===== src/rtl/piso_pkg.sv =====
// Shared types and sizing helper for the parallel-in/serial-out shifter.
package piso_pkg;

   typedef enum logic {IDLE, SHIFT} piso_state_t;

   typedef enum logic [1:0] {
      SEL_HOLD,
      SEL_LOAD,
      SEL_SHIFT
   } cell_sel_t;

   // BITCNT must hold WIDTH-1; a 2-bit word still needs one counter bit.
   function automatic int bitcnt_width(input int width);
      return (width <= 2) ? 1 : $clog2(width);
   endfunction

endpackage


===== src/rtl/dff_bit_cell.sv =====
// One shift-register bit: D flip-flop with async active-high clear and a load/shift/hold mux.
// Q updates one edge after the select is applied; hold keeps the stored bit.
module dff_bit_cell
   import piso_pkg::*;
(
   input  logic      i_clk,
   input  logic      i_clr,
   input  cell_sel_t i_sel,
   input  logic      i_load_d,
   input  logic      i_shift_d,
   output logic      o_q
);

   logic r_q;
   logic w_d;

   always_comb begin
      w_d = r_q;
      case (i_sel)
         SEL_LOAD:  w_d = i_load_d;
         SEL_SHIFT: w_d = i_shift_d;
         default:   w_d = r_q;
      endcase
   end

   always_ff @(posedge i_clk or posedge i_clr) begin
      if (i_clr) begin
         r_q <= 1'b0;
      end else begin
         r_q <= w_d;
      end
   end

   assign o_q = r_q;

endmodule


===== src/rtl/piso_serializer.sv =====
// Captures a WIDTH-bit word on LOAD and emits it one bit per ENABLE-high edge, LSB or MSB first.
// Bit 0 of the order is on SOUT the cycle after LOAD; ENABLE low stalls; DONE pulses after the last bit.
module piso_serializer
   import piso_pkg::*;
#(
   parameter int WIDTH     = 8,
   parameter bit MSB_FIRST = 1'b0
) (
   input  logic                            i_clock,
   input  logic                            i_reset,
   input  logic                            i_load,
   input  logic [WIDTH-1:0]                i_din,
   input  logic                            i_sin,
   input  logic                            i_enable,
   output logic                            o_sout,
   output logic                            o_busy,
   output logic                            o_done,
   output logic [bitcnt_width(WIDTH)-1:0]  o_bitcnt
);

   localparam int CNT_W = bitcnt_width(WIDTH);

   piso_state_t      r_state;
   logic [CNT_W-1:0] r_bitcnt;
   logic             r_done;

   logic [WIDTH-1:0] w_q;
   logic [WIDTH-1:0] w_shift_d;
   cell_sel_t        w_sel;
   logic             w_busy;
   logic             w_accept;
   logic             w_advance;
   logic             w_last;

   assign w_busy    = (r_state == SHIFT);
   assign w_accept  = !w_busy && i_load;
   assign w_advance = w_busy && i_enable;
   assign w_last    = (r_bitcnt == CNT_W'(WIDTH - 1));

   always_comb begin
      w_sel = SEL_HOLD;
      if (w_accept) begin
         w_sel = SEL_LOAD;
      end else if (w_advance) begin
         w_sel = SEL_SHIFT;
      end
   end

   // Data moves toward the output end; the fill bit enters the opposite end.
   generate
      if (MSB_FIRST) begin : g_msb
         assign w_shift_d = {w_q[WIDTH-2:0], i_sin};
      end else begin : g_lsb
         assign w_shift_d = {i_sin, w_q[WIDTH-1:1]};
      end
   endgenerate

   for (genvar b = 0; b < WIDTH; b++) begin : g_cell
      dff_bit_cell u_cell (
         .i_clk     (i_clock),
         .i_clr     (i_reset),
         .i_sel     (w_sel),
         .i_load_d  (i_din[b]),
         .i_shift_d (w_shift_d[b]),
         .o_q       (w_q[b])
      );
   end

   always_ff @(posedge i_clock or posedge i_reset) begin
      if (i_reset) begin
         r_state  <= IDLE;
         r_bitcnt <= '0;
         r_done   <= 1'b0;
      end else begin
         r_done <= 1'b0;
         case (r_state)
            IDLE: begin
               if (i_load) begin
                  r_state  <= SHIFT;
                  r_bitcnt <= '0;
               end
            end
            SHIFT: begin
               if (i_enable) begin
                  if (w_last) begin
                     r_state  <= IDLE;
                     r_bitcnt <= '0;
                     r_done   <= 1'b1;
                  end else begin
                     r_bitcnt <= r_bitcnt + CNT_W'(1);
                  end
               end
            end
            default: r_state <= IDLE;
         endcase
      end
   end

   assign o_busy   = w_busy;
   assign o_done   = r_done;
   assign o_bitcnt = r_bitcnt;
   assign o_sout   = w_busy & (MSB_FIRST ? w_q[WIDTH-1] : w_q[0]);

endmodule

===== config.mk =====
export PLATFORM = sky130hd
export DESIGN_NAME = piso_serializer
export DESIGN_NICKNAME = d
export VERILOG_FILES = /design/src/rtl/piso_pkg.sv /design/src/rtl/dff_bit_cell.sv /design/src/rtl/piso_serializer.sv
export SDC_FILE = /design/constraint.sdc
export NUM_CORES = 1
export LEC_CHECK = 0
export BUFFER_PORTS_ARGS = -buffer_cell sky130_fd_sc_hd__buf_2
export CAP_MARGIN = 10
export CORE_MARGIN = 2
export CORE_UTILIZATION = 51
export CTS_CLUSTER_SIZE = 12
export DETAILED_ROUTE_END_ITERATION = 16
export PLACE_DENSITY_LB_ADDON = 0.2
export SYNTH_ARGS = -nofsm -noshare
export SYNTH_HDL_FRONTEND = slang
export SYNTH_HIERARCHICAL = 1
export SYNTH_SLANG_ARGS = --single-unit

===== constraint.sdc =====
create_clock -name i_clock -period 1.7 [get_ports i_clock]
set_input_delay 0.425 -clock i_clock [delete_from_list [all_inputs] [get_ports i_clock]]
set_output_delay 0.425 -clock i_clock [all_outputs]
set_load 0.01 [all_outputs]

==> out/qor.yml, run 1 <==
grt:
  antenna_found_initial: 0
  first_global_vias: 576
  grt.overflow.total: 0
  grt_max_degree: 10
  grt_pass1_wl_um: 2260
  track_usage_pct: 17.1
cells_and_area:
  area_delta_synth_final_pct: 18.5
  final_cell_mix: "inv_1 (18), buf_2 (18), dfrtp_1 (13)"
  num_antenna_cells: 0
  fillerInstances: 132
  fin_util_pct: 62.8
  drive_gt1_share_pct: 25.7
  fin_nets: 126
drt:
  firstDrtPassIters: 4
  drt-wirelength-per-cell_um: 11.0
  wl_um: 1290
  drt_iter0_drc: 4
  via_count: 580
  viasPerCell: 4.96
  final_antenna_net_count: 0
  drc: 0
clock_network:
  cts-htree-levels: 1
  post_cts_resized: 0
  cts_max_path_buffers: 2
  cts_sinks: 13
  cts_tree: "yes"
  clk-insertion-delay-late_ns: 0.28
  postCtsHoldBufs: 0
  cts_buffers: 3
  clkSlewWorstSetupHoldPaths_ns: 0.08
  root_buffer: "clkbuf_4"
  postCtsSetupRepairBufs: 0
min_path:
  hp-class: "in2async"
floorplan:
  die-area_sq_um: 1860
  die_w_um: 43.1
  row_count: 14
  start_util_pct: 53.0
  core_area_sq_um: 1470
  num_io_pins: 19
  die_h_um: 43.1
yosys:
  syn_inst: 78
  synth-xor-area-share_pct: 0
  synth_top_family_by_area: "adder cells"
  syn_nets: 102
  ys_seq_area_share_pct: 41.7
  synthAdderAreaFrac_pct: 17.7
  synth-simple-area-share_pct: 10.4
  synthMuxAreaShare_pct: 13.0
  yosys_warnings: 6
  synth_compound_area_share_pct: 8.51
  syn_area_sq_um: 779
  post_synth_num_cell_types: 15
  yosys_register_bits: 13
  syn_avg_cell_area_sq_um: 9.99
sta:
  worst_pin_slew_ns: 0.206
  fin_crit_sh_pct: 90.6
  setup_viol: 0
  clock.fmax_ghz: 0.649
  clock_skew_ns: 0.000701
  rsz0062_at_grt: "no"
  timing.final.ws_setup_ns: 0.159
  drv_slew: 0
  slew_headroom_pct: 85.9
  layout_min_cycle_time_ns: 1.54
  hold_violations: 0
  finalSetupTns_ns: 0
pwr:
  powerDensity_nw_per_um2: 1320
  power_leakage_nw: 0.507
  ir_drop_mv: 0.730
place:
  dpl.hpwl_um: 994
  routabilityCongestion: 0.699
  dp_slack_ns: 0.215
  io_buffers: 18
critical_path:
  critPathCaptureType: "output port"
  critical_path.endpoint: "o_sout"
  crit_start: "o_busy"
  worst-path-max-fanout: 7
  timing.rr.end: "o_bitcnt[2]"
  rr_worst_depth: 4
  regToRegStartpoint: "o_bitcnt[0]"
  start_kind: "flip-flop"
  critPathKind: "reg2out"
  cp.arrival_ns: 1.12
  cp_data_required_time_ns: 1.27
  rrSetupSlack_ns: 0.20
status:
  status: "complete, no violations"
flow_run:
  maxCapViolCount: 0
[routing by layer]
metal | GRT usage [%] | vias up | share of wire [%]
met1 | 20.0 | 265 | 46
met5 | 0 | - | 0
met2 | 26.9 | 10 | 47
li1 | - | 300 | -
met3 | 2.55 | 5 | 3.3
met4 | 14.5 | 0 | 3.6
[flip-flops by register name (all words and copies together) (netlist names)]
signal	flops
o_busy	1
o_bitcnt	3
o_done	1
g_cell.u_cell/o_q	8
[worst max-delay path, stage by stage (launching register included)]
cell	delay [ns]
dfrtp_1	0.39
buf_4	0.16
and2_2	0.16
buf_2	0.13
[power breakdown]
group          internal, W  switching (W)  total, W
registers         0.000444      0.0000808  0.000525
logic             0.000257       0.000237  0.000494
clock network    0.0000913       0.000105  0.000196
total             0.000792       0.000423   0.00122
[worst min-delay path by stage]
stage | start | endpoint | slack (ns)
after floorplan | i_reset | g_cell[0].u_cell/o_q | 0.15
after global placement | i_reset | g_cell[7].u_cell/o_q | 0.35
after detailed placement | i_reset | g_cell[3].u_cell/o_q | 0.35
after CTS | i_reset | g_cell[3].u_cell/o_q | 0.04
after global routing | i_reset | g_cell[5].u_cell/o_q | 0.05
final | i_reset | g_cell[6].u_cell/o_q | 0.04
[cell families after synthesis]
logic type	Yosys count
compound gates	11
fa+ha+maj	11
buf+inv	18
flops	13
mux	10
simple gates	15
[stage by stage]
| stage | cell area (sq um) | cells | total power [W] | hold slack [ns] |
|---|---|---|---|---|
| floorplan | 779 | 78 | 0.000873 | 0.154 |
| global placement | 897 | 113 | 0.00100 | 0.345 |
| detailed placement | 897 | 113 | 0.00104 | 0.352 |
| CTS | 923 | 117 | 0.00123 | 0.0403 |
| global route | 923 | 117 | 0.00133 | 0.0483 |
| finish | 923 | 117 | 0.00122 | 0.0427 |
[cells in the mapped netlist]
cell type  number  area [sq um]
mux2i_1         9          90.1
dfrtp_1        13           325
mux2_1          1          11.3
inv_1          18          67.6
a21o_1          1          7.51
ha_1           11           138
nor2_1          2          7.51
and2_2          2          15.0
o21ai_1         8          40.0
and2b_2         1          8.76
a32o_1          1          10.0
nand2_1         8          30.0
and3_2          1          7.51
and4bb_1        1          12.5
a22o_1          1          8.76
[layout make-up]
cell class | count | area (sq um) | area share [%]
Clock buffer | 4 | 26.3 | 2.85
Inverter | 18 | 67.6 | 7.32
Multi-Input combinational cell | 47 | 387 | 41.9
Sequential cell | 13 | 325 | 35.2
Tap cell | 16 | 20.0 | 2.17
Timing Repair Buffer | 19 | 97.6 | 10.6
(Power assumes the default switching activity.)
==> run 2: changes to the inputs <==
==> constraint.sdc (replaced) <==
create_clock -name i_clock -period 1.7 [get_ports i_clock]
set_input_delay 0.17 -clock i_clock [delete_from_list [all_inputs] [get_ports i_clock]]
set_output_delay 0.17 -clock i_clock [all_outputs]
set_load 0.01 [all_outputs]
==> out/qor.yml, run 2 (synthesized netlist as in run 1, its figures left out) <==
critical_path:
  start_kind: "flip-flop"  # unchanged
  worst-path-max-fanout: 4  # was 7
  critPathCaptureType: "flip-flop"  # was output port
  critPathKind: "reg2reg"  # was reg2out
  cp_data_required_time_ns: 1.86  # was 1.27 ns
  cp.arrival_ns: 1.66  # was 1.12 ns
  rrSetupSlack_ns: 0.21  # was 0.20 ns
pwr:
  powerDensity_nw_per_um2: 1300  # was 1320 nW/um^2
  power_leakage_nw: 0.512  # was 0.507 nW
  ir_drop_mv: 0.620  # was 0.730 mV
cells_and_area:
  drive_gt1_share_pct: 25.5  # was 25.7%
  fin_nets: 127  # was 126
  final_cell_mix: "inv_1 (18), buf_2 (18), dfrtp_1 (13)"  # unchanged
  largest_reg_flops: 8  # unchanged
  ff_latch_area_sq_um: 325  # unchanged
  fin_util_pct: 63.4  # was 62.8%
  num_antenna_cells: 0  # unchanged
  multiInputGateArea_sq_um: 387  # unchanged
  fillerInstances: 136  # was 132
  area_delta_synth_final_pct: 19.7  # was 18.5%
floorplan:
  start_util_pct: 53.0  # unchanged
  die_w_um: 43.1  # unchanged
  die-area_sq_um: 1860  # unchanged
  core_area_sq_um: 1470  # unchanged
  num_io_pins: 19  # unchanged
  die_h_um: 43.1  # unchanged
  row_count: 14  # unchanged
sta:
  setup_viol: 0  # unchanged
  drv_slew: 0  # unchanged
  hold_violations: 0  # unchanged
  rsz0062_at_grt: "no"  # unchanged
  clock.fmax_ghz: 0.669  # was 0.649 GHz
  finalSetupTns_ns: 0  # unchanged
  worst_pin_slew_ns: 0.179  # was 0.206 ns
  fin_hold_ws_ns: 0.179  # was 0.0427 ns
  layout_min_cycle_time_ns: 1.49  # was 1.54 ns
  slew_headroom_pct: 87.7  # was 85.9%
  clock_skew_ns: 0.00153  # was 0.000701 ns
  fin_crit_sh_pct: 87.9  # was 90.6%
clock_network:
  cts-htree-levels: 1  # unchanged
  post_cts_resized: 0  # unchanged
  cts_buffers: 3  # unchanged
  postCtsSetupRepairBufs: 0  # unchanged
  cts_max_path_buffers: 2  # unchanged
  clkSlewWorstSetupHoldPaths_ns: 0.08  # about the same
  cts_tree: "yes"  # unchanged
  cts_sinks: 13  # unchanged
  root_buffer: "clkbuf_4"  # unchanged
  clk-insertion-delay-late_ns: 0.27  # was 0.28 ns
drt:
  drt_iter0_drc: 4  # unchanged
  final_antenna_net_count: 0  # unchanged
  firstDrtPassIters: 4  # unchanged
  viasPerCell: 5.06  # was 4.96
  wl_um: 1360  # was 1290 um
  via_count: 597  # was 580
  drc: 0  # unchanged
  drt-wirelength-per-cell_um: 11.6  # was 11.0 um
place:
  dpl.hpwl_um: 1090  # was 994 um
  routabilityCongestion: 0.694  # was 0.699
  io_buffers: 18  # unchanged
grt:
  track_usage_pct: 18.9  # was 17.1%
  first_global_vias: 625  # was 576
  grt_max_degree: 10  # unchanged
  grt_pass1_wl_um: 2580  # was 2260 um
  grt.overflow.total: 0  # unchanged
  antenna_found_initial: 0  # unchanged
flow_run:
  maxCapViolCount: 0  # unchanged
status:
  status: "complete, no violations"  # unchanged
min_path:
  hp-class: "in2reg"  # was in2async
-- run 2: cell count changes in the layout (fill, tap and decap cells not counted), sizes merged --
| cell | previous run | this run |
|---|---|---|
| dlygate4sd3 | 0 | 1 |
-- run 2: worst paths after layout --
kind	start	cells after the start	endpoint
hold / removal	i_din[5]	3	g_cell[5].u_cell/o_q
setup / recovery	o_bitcnt[0]	4	o_bitcnt[2]
max in group asynchronous	i_reset	3	o_bitcnt[1]
setup reg to reg	o_bitcnt[0]	4	o_bitcnt[2]
hold reg to reg	g_cell[0].u_cell/o_q	2	g_cell[0].u_cell/o_q
min in group asynchronous	i_reset	3	g_cell[5].u_cell/o_q
-- run 2: cell type report --
| class | count | share of cell area [%] |
|---|---|---|
| multi-input combinational | 47 | 41.4 |
| sequential | 13 | 34.9 |
| clock buffer | 4 | 2.82 |
| timing repair buffer | 20 | 11.5 |
| inverter | 18 | 7.24 |
| tap | 16 | 2.14 |
-- run 2: critical path: stages (launching register included) --
cell and delay (ns):
dfrtp_1 0.41, ha_1 0.23, ha_1 0.27, mux2_1 0.30, a22o_1 0.18
-- run 2: where the power goes --
part / switching [W] / internal (W)
registers: 0.0000865 / 0.000445
logic: 0.000242 / 0.000256
clock network: 0.0000951 / 0.0000908
total: 0.000423 / 0.000791
-- run 2: per-layer routing --
layer  GRT usage, %  vias to the layer above  share of wire [%]
met1           21.6                      285                 44
met4           10.9                        0               0.88
met3           2.55                        2                2.9
met2           32.8                        7                 52
li1               -                      303                  -
met5              0                        -                  0
-- run 2: repair_timing --
| item | CTS | global route |
|---|---|---|
| setup endpoints to repair | 0 | 0 |
| endpoints found under the hold margin | 13 | 0 |
| hold buffers | 1 | 0 |
-- run 2: through the flow --
step           std cells  power (W)  setup WS, ns  cell area (sq um)
2_1_floorplan         78   0.000873         0.233                779
3_3_place_gp         113    0.00100         0.255                897
3_5_place_dp         113    0.00104         0.228                897
4_1_cts              118    0.00123         0.208                933
5_1_grt              118    0.00133         0.164                933
6_report             118    0.00121         0.205                933
